$ cat config.mk
export PLATFORM = sky130hd
export DESIGN_NAME = load_store_unit_flat
export DESIGN_NICKNAME = d
export VERILOG_FILES = /design/src/rtl/load_store_unit_if.sv /design/src/rtl/load_store_unit.sv /design/src/flat_wrapper.sv
export SDC_FILE = /design/constraint.sdc
export NUM_CORES = 1
export LEC_CHECK = 0
export CORE_MARGIN = 2
export CORE_UTILIZATION = 53
export CTS_CLUSTER_SIZE = 8
export DETAILED_ROUTE_END_ITERATION = 16
export GPL_TIMING_DRIVEN = 1
export PLACE_DENSITY = 0.87
export SLEW_MARGIN = 15
export SYNTH_ARGS = -nofsm -noshare
export SYNTH_HDL_FRONTEND = slang
export SYNTH_SLANG_ARGS = --single-unit
$ cat constraint.sdc
create_clock -name clk -period 6.05 [get_ports clk]
set_input_delay 1.21 -clock clk [delete_from_list [all_inputs] [get_ports clk]]
set_output_delay 1.21 -clock clk [all_outputs]
set_load 0.03 [all_outputs]
$ cat src/rtl/load_store_unit_if.sv
// Pipeline-side and memory-side signals of the load/store unit.
// The slave modport is the unit itself; master is its environment.
interface load_store_unit_if #(
  parameter int ADDR_W = 32
);
  logic              memRead;
  logic              memWrite;
  logic [2:0]        func3;
  logic [ADDR_W-1:0] aluOut;
  logic [31:0]       data2;
  logic              stall;
  logic [31:0]       memData;
  logic              loadValid;
  logic              accessErr;
  logic              memReq;
  logic              memWe;
  logic [ADDR_W-1:0] memAddr;
  logic [31:0]       memWdata;
  logic [3:0]        memBe;
  logic              memGnt;
  logic              memRvalid;
  logic [31:0]       memRdata;

  modport slave (
    input  memRead, memWrite, func3, aluOut, data2, memGnt, memRvalid, memRdata,
    output stall, memData, loadValid, accessErr, memReq, memWe, memAddr, memWdata, memBe
  );

  modport master (
    output memRead, memWrite, func3, aluOut, data2, memGnt, memRvalid, memRdata,
    input  stall, memData, loadValid, accessErr, memReq, memWe, memAddr, memWdata, memBe
  );
endinterface

$ cat src/rtl/load_store_unit.sv
// Load/store unit: maps byte/half/word accesses onto 32-bit word memory, splitting misaligned ones in two beats.
// Latency: aligned store 2 cycles, aligned load 3; a split adds a beat; +1 per cycle waiting on memGnt/memRvalid.
// Backpressure: stall freezes the pipeline; each beat is held stable on the memory side until memGnt.
module load_store_unit #(
  parameter int ADDR_W = 32
) (
  input  logic             clk,
  input  logic             rst,
  load_store_unit_if.slave lsu_bus
);
  typedef enum logic [2:0] {IDLE, REQ1, WAIT1, REQ2, WAIT2, DONE} state_t;

  state_t            r_state, w_next;
  logic [2:0]        r_func3;
  logic [ADDR_W-1:0] r_addr;
  logic [31:0]       r_data;
  logic [31:0]       r_rdata;
  logic              r_load;
  logic              r_err;

  logic              w_req;
  logic              w_legal;
  logic [1:0]        w_off;
  logic [2:0]        w_size;
  logic [3:0]        w_mask;
  logic              w_split;
  logic [2:0]        w_sh_be;
  logic [5:0]        w_sh_lo;
  logic [5:0]        w_sh_hi;
  logic [ADDR_W-1:0] w_addr1;
  logic [ADDR_W-1:0] w_addr2;
  logic [3:0]        w_be1;
  logic [3:0]        w_be2;
  logic [31:0]       w_wdata1;
  logic [31:0]       w_wdata2;
  logic [31:0]       w_ext;

  logic              w_stall;
  logic              w_mem_req;
  logic              w_mem_we;
  logic [ADDR_W-1:0] w_mem_addr;
  logic [3:0]        w_mem_be;
  logic [31:0]       w_mem_wdata;
  logic              w_load_valid;
  logic              w_access_err;
  logic [31:0]       w_mem_data;

  assign w_req = lsu_bus.memRead | lsu_bus.memWrite;

  // Only exactly one of read/write may be set; stores have no unsigned forms.
  always_comb begin
    w_legal = 1'b0;
    if (lsu_bus.memRead ^ lsu_bus.memWrite) begin
      case (lsu_bus.func3)
        3'b000, 3'b001, 3'b010: w_legal = 1'b1;
        3'b100, 3'b101:         w_legal = lsu_bus.memRead;
        default:                w_legal = 1'b0;
      endcase
    end
  end

  always_comb begin
    w_size = 3'd4;
    w_mask = 4'b1111;
    case (r_func3[1:0])
      2'b00: begin w_size = 3'd1; w_mask = 4'b0001; end
      2'b01: begin w_size = 3'd2; w_mask = 4'b0011; end
      default: ;
    endcase
  end

  assign w_off    = r_addr[1:0];
  assign w_split  = ({1'b0, w_off} + w_size) > 3'd4;
  assign w_sh_be  = 3'd4 - {1'b0, w_off};
  assign w_sh_lo  = {1'b0, w_off, 3'b000};
  assign w_sh_hi  = 6'd32 - w_sh_lo;
  assign w_addr1  = {r_addr[ADDR_W-1:2], 2'b00};
  assign w_addr2  = w_addr1 + {{(ADDR_W-3){1'b0}}, 3'd4};
  assign w_be1    = w_mask << w_off;
  assign w_be2    = w_mask >> w_sh_be;
  assign w_wdata1 = r_data << w_sh_lo;
  assign w_wdata2 = r_data >> w_sh_hi;

  always_comb begin
    case (r_func3)
      3'b000:  w_ext = {{24{r_rdata[7]}}, r_rdata[7:0]};
      3'b001:  w_ext = {{16{r_rdata[15]}}, r_rdata[15:0]};
      3'b100:  w_ext = {24'd0, r_rdata[7:0]};
      3'b101:  w_ext = {16'd0, r_rdata[15:0]};
      default: w_ext = r_rdata;
    endcase
  end

  always_ff @(posedge clk or posedge rst) begin
    if (rst) begin
      r_state <= IDLE;
      r_func3 <= '0;
      r_addr  <= '0;
      r_data  <= '0;
      r_rdata <= '0;
      r_load  <= 1'b0;
      r_err   <= 1'b0;
    end else begin
      r_state <= w_next;
      case (r_state)
        IDLE: if (w_req) begin
          r_func3 <= lsu_bus.func3;
          r_addr  <= lsu_bus.aluOut;
          r_data  <= lsu_bus.data2;
          r_load  <= lsu_bus.memRead;
          r_err   <= ~w_legal;
          r_rdata <= '0;
        end
        WAIT1: if (lsu_bus.memRvalid) r_rdata <= lsu_bus.memRdata >> w_sh_lo;
        // Second beat supplies the bytes above the first word's tail.
        WAIT2: if (lsu_bus.memRvalid) r_rdata <= r_rdata | (lsu_bus.memRdata << w_sh_hi);
        default: ;
      endcase
    end
  end

  always_comb begin
    w_next       = r_state;
    w_stall      = 1'b0;
    w_mem_req    = 1'b0;
    w_mem_we     = 1'b0;
    w_mem_addr   = '0;
    w_mem_be     = '0;
    w_mem_wdata  = '0;
    w_load_valid = 1'b0;
    w_access_err = 1'b0;
    w_mem_data   = '0;
    case (r_state)
      IDLE: begin
        w_stall = w_req & ~rst;
        if (w_req) w_next = w_legal ? REQ1 : DONE;
      end
      REQ1: begin
        w_stall     = 1'b1;
        w_mem_req   = 1'b1;
        w_mem_we    = ~r_load;
        w_mem_addr  = w_addr1;
        w_mem_be    = w_be1;
        w_mem_wdata = w_wdata1;
        if (lsu_bus.memGnt) w_next = r_load ? WAIT1 : (w_split ? REQ2 : DONE);
      end
      WAIT1: begin
        w_stall = 1'b1;
        if (lsu_bus.memRvalid) w_next = w_split ? REQ2 : DONE;
      end
      REQ2: begin
        w_stall     = 1'b1;
        w_mem_req   = 1'b1;
        w_mem_we    = ~r_load;
        w_mem_addr  = w_addr2;
        w_mem_be    = w_be2;
        w_mem_wdata = w_wdata2;
        if (lsu_bus.memGnt) w_next = r_load ? WAIT2 : DONE;
      end
      WAIT2: begin
        w_stall = 1'b1;
        if (lsu_bus.memRvalid) w_next = DONE;
      end
      DONE: begin
        w_load_valid = r_load & ~r_err;
        w_access_err = r_err;
        w_mem_data   = (r_load & ~r_err) ? w_ext : 32'd0;
        w_next       = IDLE;
      end
      default: w_next = IDLE;
    endcase
  end

  assign lsu_bus.stall     = w_stall;
  assign lsu_bus.memReq    = w_mem_req;
  assign lsu_bus.memWe     = w_mem_we;
  assign lsu_bus.memAddr   = w_mem_addr;
  assign lsu_bus.memBe     = w_mem_be;
  assign lsu_bus.memWdata  = w_mem_wdata;
  assign lsu_bus.loadValid = w_load_valid;
  assign lsu_bus.accessErr = w_access_err;
  assign lsu_bus.memData   = w_mem_data;
endmodule

$ cat src/flat_wrapper.sv
// flat-port wrapper written by rule: the top's interface ports become plain ports
module load_store_unit_flat 
#(
  parameter int ADDR_W = 32
)
  (clk, rst, lsu_bus_memRead, lsu_bus_memWrite, lsu_bus_func3, lsu_bus_aluOut, lsu_bus_data2, lsu_bus_memGnt, lsu_bus_memRvalid, lsu_bus_memRdata, lsu_bus_stall, lsu_bus_memData, lsu_bus_loadValid, lsu_bus_accessErr, lsu_bus_memReq, lsu_bus_memWe, lsu_bus_memAddr, lsu_bus_memWdata, lsu_bus_memBe);
  load_store_unit_if #(.ADDR_W(ADDR_W)) lsu_bus_i ();
  input  logic clk;
  input  logic rst;
  input wire logic [$bits(lsu_bus_i.memRead)-1:0] lsu_bus_memRead;
  input wire logic [$bits(lsu_bus_i.memWrite)-1:0] lsu_bus_memWrite;
  input wire logic [$bits(lsu_bus_i.func3)-1:0] lsu_bus_func3;
  input wire logic [$bits(lsu_bus_i.aluOut)-1:0] lsu_bus_aluOut;
  input wire logic [$bits(lsu_bus_i.data2)-1:0] lsu_bus_data2;
  input wire logic [$bits(lsu_bus_i.memGnt)-1:0] lsu_bus_memGnt;
  input wire logic [$bits(lsu_bus_i.memRvalid)-1:0] lsu_bus_memRvalid;
  input wire logic [$bits(lsu_bus_i.memRdata)-1:0] lsu_bus_memRdata;
  output wire logic [$bits(lsu_bus_i.stall)-1:0] lsu_bus_stall;
  output wire logic [$bits(lsu_bus_i.memData)-1:0] lsu_bus_memData;
  output wire logic [$bits(lsu_bus_i.loadValid)-1:0] lsu_bus_loadValid;
  output wire logic [$bits(lsu_bus_i.accessErr)-1:0] lsu_bus_accessErr;
  output wire logic [$bits(lsu_bus_i.memReq)-1:0] lsu_bus_memReq;
  output wire logic [$bits(lsu_bus_i.memWe)-1:0] lsu_bus_memWe;
  output wire logic [$bits(lsu_bus_i.memAddr)-1:0] lsu_bus_memAddr;
  output wire logic [$bits(lsu_bus_i.memWdata)-1:0] lsu_bus_memWdata;
  output wire logic [$bits(lsu_bus_i.memBe)-1:0] lsu_bus_memBe;
  assign lsu_bus_i.memRead = lsu_bus_memRead;
  assign lsu_bus_i.memWrite = lsu_bus_memWrite;
  assign lsu_bus_i.func3 = lsu_bus_func3;
  assign lsu_bus_i.aluOut = lsu_bus_aluOut;
  assign lsu_bus_i.data2 = lsu_bus_data2;
  assign lsu_bus_i.memGnt = lsu_bus_memGnt;
  assign lsu_bus_i.memRvalid = lsu_bus_memRvalid;
  assign lsu_bus_i.memRdata = lsu_bus_memRdata;
  assign lsu_bus_stall = lsu_bus_i.stall;
  assign lsu_bus_memData = lsu_bus_i.memData;
  assign lsu_bus_loadValid = lsu_bus_i.loadValid;
  assign lsu_bus_accessErr = lsu_bus_i.accessErr;
  assign lsu_bus_memReq = lsu_bus_i.memReq;
  assign lsu_bus_memWe = lsu_bus_i.memWe;
  assign lsu_bus_memAddr = lsu_bus_i.memAddr;
  assign lsu_bus_memWdata = lsu_bus_i.memWdata;
  assign lsu_bus_memBe = lsu_bus_i.memBe;
  load_store_unit #(.ADDR_W(ADDR_W)) u_core (.clk(clk), .rst(rst), .lsu_bus(lsu_bus_i));
endmodule
==> impl_results.md, run 1 <==
- Result of the run: complete, no violations
- Setup Total Neg Slack: 0 ps
- Combinational cell fraction of total power: 62.0%
- Synthesized-area fraction occupied by ao, oa, aoi and oai cells: 21.6%
- Final core area utilization: 71.3%
- Final antenna-violating net count: 0
- Clock Sinks: 104
- Cells resized by post-CTS repair: 0
- Register-to-register setup slack: 2810 ps
- Yosys Warn Count: 0
- Non-filler cells, final: 1,181
- IR drop worst, VDD: 0.000400 V
- Largest family of logic cells by synthesized area: compound AO/OA/AOI/OAI gates
- Final nets: 1,107
- Maximum number of pins on one net before global-route repair: 74
- Adder-cell area share of the yosys netlist: 1.10%
- Cell class contributing the biggest share of worst-path delay: simple AND/OR/NAND/NOR gates
- End point of the worst hold path: u_core.r_rdata[28]$_DFFE_PP0P_
- All-Layer GR Usage: 31.2%
- Number of input and output port buffers inserted: 207
- Post-CTS setup buffer count: 0
- FF-to-FF path depth: 8
- EDFF count, synth: 0
- Total wire length after detailed routing: 23,400 um
- CP max FO: 46
- Critical Path AT: 3880 ps
- First-iteration detailed-routing DRC count: 775
- Share of synthesized registers carrying an async set or reset: 100%
- Leakage dissipation: 3.88 nW
- Min Clock Period, post-route: 5090 ps
- Cell-by-cell trace of the critical path: inv_1 -> ha_2 -> nand4bb_1 -> nor3_2 -> a21oi_1 -> a21oi_1 -> clkdlybuf4s50_1
- Cell Count Post-Placement: 1,165
- Total iterations of the first detailed-routing run: 7
- Worst skew pair latency: 360 ps
- Tightest slew margin relative to the limit: 28.5%
- Worst path buffer plus inverter count: 2
- Sum of internal, switching and leakage power: 0.00550 W
- Count of H-tree levels built during CTS: 3
- Power per cell area: 556 mW/mm^2
- Share of post-route cells with drive strength above 1: 5.09%
- Power share of the clock group: 10.6%
- Antenna Cells: 0
- Die X-Extent: 123 um
- Clock root buffer: sky130_fd_sc_hd__clkbuf_16
- Maximum achievable frequency: 196 MHz
- Drt wl/cell: 19.8 um
- Reg power frac: 27.4%
- Hold buffer count at CTS: 0
- Vias: 7,454
- Post-placement worst setup slack: 1350 ps
- Effective utilization at floorplan: 54.2%
- I/O pin count: 210
- DRC violation count after routing: 0
- Total of max-cap violations: 0
- TritonCTS clock tree: yes
- Met3 routing resource usage after global routing: 8.35%
- Global placer's final weighted congestion: 0.906
- Longest individual stage delay on the worst path: 830 ps
- Crit Path Class: flip-flop to output pin
- Met1 global-route usage: 41.4%
- Multiplexer share of the synthesized area: 20.7%
- Met2 global-route usage: 48.1%
- Nature of the critical path endpoint: output pin
- Synth Register Bits: 104
- Period utilization: 84.2%
- Worst R2R Start: u_core.r_addr[0]$_DFFE_PP0P_
- Overflow left after global routing: 0
- Clock slew at the register clock pins of the worst setup and hold paths: 70 ps
- Switching part of the total power: 50.0%
- Growth of design area from synthesis to finish: 31.5%
- Worst hold path depth: 2
- Crit Reg-Reg Endpoint: u_core.r_state[2]$_DFFE_PP0P_
- HPWL after DPL: 16,200 um
- Transition at the pin with the smallest max-transition slack: 1070 ps
- Ys flop type: sky130_fd_sc_hd__dfrtp_1
- Worst-case setup margin in the final layout: 955 ps
- Total net switching power: 0.00275 W
- Seq/Total Area, Yosys: 34.6%
- CTS Buf Count: 9
- RSZ-0062 raised after global routing: false
- Worst setup skew after layout: 9.26 ps
- Post-Synth XOR/XNOR Area: 1.28%
- Distinct cell type count of the synthesized netlist: 65
- # setup viols final: 0
- Library cell appearing most often on the critical path: sky130_fd_sc_hd__a21oi_1
- Cell with the largest stage delay on the worst path: sky130_fd_sc_hd__dfrtp_4
- Synthesized cell area: 0.00753 sq mm
- Routing layer with the top usage in global route: met2
- Synthesized instance count: 836
- Number of antenna violations at the first check in global routing: 0
- Area share of and/or/nand/nor cells after synthesis: 14.8%
- Overall die height: 123 um
- Leading cell types in the layout, fill and taps excluded: sky130_fd_sc_hd__clkdlybuf4s50_1, sky130_fd_sc_hd__dfrtp_1, sky130_fd_sc_hd__a21oi_1
- Total internal power: 0.00275 W
- Most common library cell in the layout ignoring fill and taps: sky130_fd_sc_hd__clkdlybuf4s50_1
- Startpoint type of the worst setup path: flip-flop
- Fin. Hold Viols: 0
- Number of rows in the core area: 43
- Average footprint of a synthesized cell: 9.01 sq um
- Number of global-route vias before repair: 7,178
- Maximum root-to-sink buffer count: 2
- First-pass GRT wire length: 37,100 um
- Routed vias/inst: 6.31
- Final number of max-transition violations: 0
- Area of the core region: 0.0139 sq mm
- Hold path startpoint: u_core.r_rdata[28]$_DFFE_PP0P_
- Hold crit path type: flip-flop to flip-flop
- Crit path required time: 4840 ps
- Area of the die: 0.0152 sq mm
==> state kept, by name, indices dropped and copies added (netlist names) <==
signal          cells
u_core.r_addr      32
u_core.r_data      32
u_core.r_err        1
u_core.r_func3      3
u_core.r_load       1
u_core.r_rdata     32
u_core.r_state      3
==> layer usage <==
metal	vias up	share of wire, %
met5	-	0
met4	0	3.9
met3	71	9.4
met2	401	46
met1	3559	41
li1	3423	-
==> cell usage after synthesis (3+ instances only) <==
| cell type | count | area share (%) |
|---|---|---|
| sky130_fd_sc_hd__a22o_1 | 11 | 1.3 |
| sky130_fd_sc_hd__nand3_1 | 8 | 0.53 |
| sky130_fd_sc_hd__o31ai_1 | 11 | 1.1 |
| sky130_fd_sc_hd__a32oi_1 | 6 | 0.70 |
| sky130_fd_sc_hd__nand4_1 | 6 | 0.50 |
| sky130_fd_sc_hd__buf_2 | 29 | 1.9 |
| sky130_fd_sc_hd__nor2_1 | 55 | 2.7 |
| sky130_fd_sc_hd__inv_2 | 5 | 0.25 |
| sky130_fd_sc_hd__a211oi_1 | 15 | 1.5 |
| sky130_fd_sc_hd__xnor2_1 | 8 | 0.93 |
| sky130_fd_sc_hd__a32o_1 | 8 | 1.1 |
| sky130_fd_sc_hd__o21ai_1 | 17 | 1.1 |
| sky130_fd_sc_hd__and4_1 | 3 | 0.35 |
| sky130_fd_sc_hd__ha_1 | 5 | 0.83 |
| sky130_fd_sc_hd__xor2_1 | 3 | 0.35 |
| sky130_fd_sc_hd__nand3b_1 | 3 | 0.30 |
| sky130_fd_sc_hd__clkbuf_1 | 29 | 1.4 |
| sky130_fd_sc_hd__buf_1 | 5 | 0.25 |
| sky130_fd_sc_hd__dfrtp_1 | 104 | 35 |
| sky130_fd_sc_hd__buf_4 | 4 | 0.40 |
| sky130_fd_sc_hd__a221o_1 | 11 | 1.5 |
| sky130_fd_sc_hd__or4_1 | 12 | 1.2 |
| sky130_fd_sc_hd__o22ai_1 | 27 | 2.2 |
| sky130_fd_sc_hd__or3_1 | 8 | 0.66 |
| sky130_fd_sc_hd__and3_1 | 6 | 0.50 |
| sky130_fd_sc_hd__a21oi_1 | 94 | 6.2 |
| sky130_fd_sc_hd__mux2_1 | 65 | 9.7 |
| sky130_fd_sc_hd__o2bb2ai_1 | 10 | 1.2 |
| sky130_fd_sc_hd__mux2_2 | 6 | 0.90 |
| sky130_fd_sc_hd__nor2b_1 | 9 | 0.75 |
| sky130_fd_sc_hd__o21ai_0 | 13 | 0.86 |
| sky130_fd_sc_hd__inv_1 | 28 | 1.4 |
| sky130_fd_sc_hd__a22oi_1 | 15 | 1.5 |
| sky130_fd_sc_hd__and2_1 | 10 | 0.83 |
| sky130_fd_sc_hd__nor4_1 | 6 | 0.50 |
| sky130_fd_sc_hd__mux2i_1 | 76 | 10 |
| sky130_fd_sc_hd__nand2_1 | 71 | 3.5 |
==> worst register-to-register path: cells and delay by family (launching register included) <==
kind | cells | cell delay [ps]
compound gates | 3 | 690
xor+xnor | 1 | 260
fa+ha+maj | 2 | 660
flops | 1 | 830
buf+inv | 2 | 700
==> cells by family (layout without fill, tap and decap cells) <==
| family | count (synthesis) | after routing |
|---|---|---|
| AO/OA/AOI/OAI | 250 | 250 |
| XOR/XNOR | 11 | 11 |
| adder cells (fa/ha/maj) | 6 | 6 |
| buffers and inverters | 102 | 266 |
| flip-flops | 104 | 104 |
| multiplexers | 147 | 147 |
| other | 1 | 2 |
| AND/OR/NAND/NOR | 215 | 215 |
==> through the flow <==
stage | instance area [sq um] | hold slack (ps)
after CTS | 9900 | 493
after detailed placement | 9610 | 477
after global routing | 9900 | 523
final | 9900 | 490
after floorplan | 7530 | 456
after global placement | 9610 | 470
==> final cells by class <==
type / instances / area [sq um]
Multi-Input combinational cell: 631 / 4500
Fill cell: 1032 / 3980
Clock buffer: 10 / 239
Inverter: 34 / 130
Sequential cell: 104 / 2610
Timing Repair Buffer: 216 / 2150
Clock inverter: 6 / 52.6
Tap cell: 180 / 225
==> power by group through the flow <==
| stage | clock, W | combinational, W | sequential [W] |
|---|---|---|---|
| after floorplan | 0 | 0.00252 | 0.00127 |
| after global placement | 0 | 0.00330 | 0.00148 |
| after detailed placement | 0 | 0.00336 | 0.00149 |
| after CTS | 0.000591 | 0.00338 | 0.00149 |
| after global routing | 0.000622 | 0.00367 | 0.00156 |
| final | 0.000583 | 0.00341 | 0.00151 |
==> worst max path at each step <==
stage                                 startpoint                   end  slack [ps]  depth (start not counted)
global placement    u_core.r_addr[0]$_DFFE_PP0P_  lsu_bus_memWdata[28]        1480                          7
finish              u_core.r_addr[0]$_DFFE_PP0P_  lsu_bus_memWdata[24]         960                          7
global route        u_core.r_addr[0]$_DFFE_PP0P_  lsu_bus_memWdata[28]         730                          7
CTS                 u_core.r_addr[0]$_DFFE_PP0P_  lsu_bus_memWdata[24]         960                          7
detailed placement  u_core.r_addr[0]$_DFFE_PP0P_  lsu_bus_memWdata[24]        1350                          7
floorplan           u_core.r_addr[0]$_DFFE_PP0P_  lsu_bus_memWdata[24]        1790                         10
(Power assumes the default switching activity.)
==> run 2, diff against run 1 <==
- CORE_UTILIZATION: 53 -> 45
- PLACE_DENSITY: 0.87 -> 0.79
- clock period: 6.05 -> 4.64 ns (I/O delays scaled with it)
==> run 2 against run 1 <==
Via count decreased by 1.2%. Critical path depth unchanged. Cell count increased by 3.9%. Non-clock buffer count increased by 6. Flip-flop and latch count unchanged. Design area increased by 0.45%. Sequential share of layout area decreased by 0.12 points. First-iteration DRC count decreased by 19%. Sequential power increased by 23%. Clock skew decreased by 3.5 ps. Register-to-register slack got worse by 1500 ps. Largest cell class unchanged. Largest power group unchanged.
==> impl_results.md, run 2 (synthesis gave the netlist of run 1 again) <==
- Number of rows in the core area: 47 (was 43)
- Worst skew pair latency: 350 ps (was 360 ps)
- Die X-Extent: 133 um (was 123 um)
- Leakage dissipation: 3.95 nW (was 3.88 nW)
- Nature of the critical path endpoint: output pin (unchanged)
- Final antenna-violating net count: 0 (unchanged)
- IR drop worst, VDD: 0.000485 V (was 0.000400 V)
- Crit Path Class: flip-flop to output pin (unchanged)
- Overall die height: 133 um (was 123 um)
- Crit path required time: 3710 ps (was 4840 ps)
- Transition at the pin with the smallest max-transition slack: 1110 ps (was 1070 ps)
- TritonCTS clock tree: yes (unchanged)
- Startpoint type of the worst setup path: flip-flop (unchanged)
- Area of the core region: 0.0165 sq mm (was 0.0139 sq mm)
- Worst hold slack: 499 ps (was 490 ps)
- Period utilization: 93.0%
- Antenna Cells: 0 (unchanged)
- FF-to-FF path depth: 9 (was 8)
- Overflow left after global routing: 0 (unchanged)
- Tightest slew margin relative to the limit: 25.9% (was 28.5%)
- Clock root buffer: sky130_fd_sc_hd__clkbuf_16 (unchanged)
- Fin. Hold Viols: 0 (unchanged)
- Power per cell area: 715 mW/mm^2 (was 556 mW/mm^2)
- Share of post-route cells with drive strength above 1: 7.85% (was 5.09%)
- Timing endpoint of the critical path: lsu_bus_memWdata[21] (was lsu_bus_memWdata[24])
- DRC violation count after routing: 0 (unchanged)
- Critical Path AT: 3390 ps (was 3880 ps)
- Worst R2R Start: u_core.r_addr[0]$_DFFE_PP0P_ (unchanged)
- Total wire length after detailed routing: 23,100 um (was 23,400 um)
- Worst setup skew after layout: 5.79 ps (was 9.26 ps)
- Non-filler cells, final: 1,227 (was 1,181)
- Most common library cell in the layout ignoring fill and taps: sky130_fd_sc_hd__clkdlybuf4s50_1 (unchanged)
- Cells resized by post-CTS repair: 0 (unchanged)
- Min Clock Period, post-route: 4320 ps
- HPWL after DPL: 16,200 um (about the same)
- Total iterations of the first detailed-routing run: 5 (was 7)
- Routing layer with the top usage in global route: met2 (unchanged)
- Crit path from: u_core.r_addr[0]$_DFFE_PP0P_ (unchanged)
- Met3 routing resource usage after global routing: 4.72% (was 8.35%)
- Met1 global-route usage: 34.5% (was 41.4%)
- First-pass GRT wire length: 36,900 um (was 37,100 um)
- Final number of max-transition violations: 0 (unchanged)
- Sum of internal, switching and leakage power: 0.00712 W (was 0.00550 W)
- Maximum achievable frequency: 232 MHz
- Number of global-route vias before repair: 6,874 (was 7,178)
- First-iteration detailed-routing DRC count: 630 (was 775)
- Drt wl/cell: 18.8 um (was 19.8 um)
- Global placer's final weighted congestion: 0.884 (was 0.906)
- Count of H-tree levels built during CTS: 3 (unchanged)
- Setup Total Neg Slack: 0 ps (unchanged)
- Largest registers ranked by flip-flop count: u_core.r_addr x32, u_core.r_data x32, u_core.r_rdata x32 (unchanged)
- Maximum root-to-sink buffer count: 2 (unchanged)
- Vias: 7,366 (was 7,454)
- I/O pin count: 210 (unchanged)
- Growth of design area from synthesis to finish: 32.1% (was 31.5%)
- CP max FO: 26 (was 46)
- Maximum number of pins on one net before global-route repair: 78 (was 74)
- Final core area utilization: 60.4% (was 71.3%)
- Met2 global-route usage: 41.5% (was 48.1%)
- Hold buffer count at CTS: 0 (unchanged)
- Clock slew at the register clock pins of the worst setup and hold paths: 70 ps (about the same)
- Final nets: 1,113 (was 1,107)
- Area of the die: 0.0178 sq mm (was 0.0152 sq mm)
- Clock Sinks: 104 (unchanged)
- Total of max-cap violations: 0 (unchanged)
- Number of input and output port buffers inserted: 207 (unchanged)
- All-Layer GR Usage: 25.7% (was 31.2%)
- Register-to-register setup slack: 1310 ps (was 2810 ps)
- RSZ-0062 raised after global routing: false (unchanged)
- Result of the run: complete, no violations (unchanged)
- Cell Count Post-Placement: 1,211 (was 1,165)
- Hold crit path type: flip-flop to flip-flop (unchanged)
- Post-CTS setup buffer count: 0 (unchanged)
- # setup viols final: 0 (unchanged)
- Leading cell types in the layout, fill and taps excluded: sky130_fd_sc_hd__clkdlybuf4s50_1, sky130_fd_sc_hd__dfrtp_1, sky130_fd_sc_hd__a21oi_1 (unchanged)
- Effective utilization at floorplan: 45.7% (was 54.2%)
- CTS Buf Count: 9 (unchanged)
- Crit Reg-Reg Endpoint: u_core.r_state[2]$_DFFE_PP0P_ (unchanged)
- Routed vias/inst: 6.00 (was 6.31)
- Number of antenna violations at the first check in global routing: 0 (unchanged)
-- run 2: metal layers --
| metal | wire (um) | share of wire (%) | vias to the layer above |
|---|---|---|---|
| met4 | 629 | 2.7 | 0 |
| met3 | 1730 | 7.5 | 42 |
| met5 | 0 | 0 | - |
| met2 | 10900 | 47 | 330 |
| met1 | 9830 | 43 | 3560 |
| li1 | - | - | 3434 |
-- run 2: power by group --
| group | internal (W) | total [W] | switching [W] |
|---|---|---|---|
| combinational | 0.00188 | 0.00451 | 0.00263 |
| clock | 0.000392 | 0.000745 | 0.000353 |
| sequential | 0.00133 | 0.00186 | 0.000530 |
-- run 2: worst min path at each step --
| stage | slack [ps] | from | cells past startpoint | to |
|---|---|---|---|---|
| floorplan | 460 | u_core.r_rdata[23]$_DFFE_PP0P_ | 2 | u_core.r_rdata[23]$_DFFE_PP0P_ |
| global placement | 470 | u_core.r_rdata[29]$_DFFE_PP0P_ | 2 | u_core.r_rdata[29]$_DFFE_PP0P_ |
| detailed placement | 490 | u_core.r_rdata[29]$_DFFE_PP0P_ | 2 | u_core.r_rdata[29]$_DFFE_PP0P_ |
| CTS | 500 | u_core.r_rdata[29]$_DFFE_PP0P_ | 2 | u_core.r_rdata[29]$_DFFE_PP0P_ |
| global route | 520 | u_core.r_rdata[8]$_DFFE_PP0P_ | 1 | u_core.r_rdata[8]$_DFFE_PP0P_ |
| finish | 500 | u_core.r_rdata[29]$_DFFE_PP0P_ | 2 | u_core.r_rdata[29]$_DFFE_PP0P_ |
-- run 2: area by class of cell --
type | count | area, sq um
Sequential cell | 104 | 2610
Tap cell | 220 | 275
Multi-Input combinational cell | 631 | 4500
Inverter | 34 | 130
Clock buffer | 11 | 253
Fill cell | 1451 | 6520
Clock inverter | 5 | 31.3
Timing Repair Buffer | 222 | 2150
-- run 2: per-stage QoR --
| stage | setup slack (ps) | area [sq um] |
|---|---|---|
| after floorplan | 666 | 7530 |
| after global placement | 751 | 9660 |
| after detailed placement | 717 | 9660 |
| after CTS | 336 | 9950 |
| after global routing | 81.7 | 9950 |
| final | 323 | 9950 |
-- run 2: critical path, stage by stage (launching register included) --
cell and delay (ps):
sky130_fd_sc_hd__dfrtp_4 620, sky130_fd_sc_hd__inv_1 100, sky130_fd_sc_hd__ha_2 240, sky130_fd_sc_hd__clkinv_1 200, sky130_fd_sc_hd__and3_1 530, sky130_fd_sc_hd__nand2_1 400, sky130_fd_sc_hd__o22ai_1 240, sky130_fd_sc_hd__clkdlybuf4s50_1 710
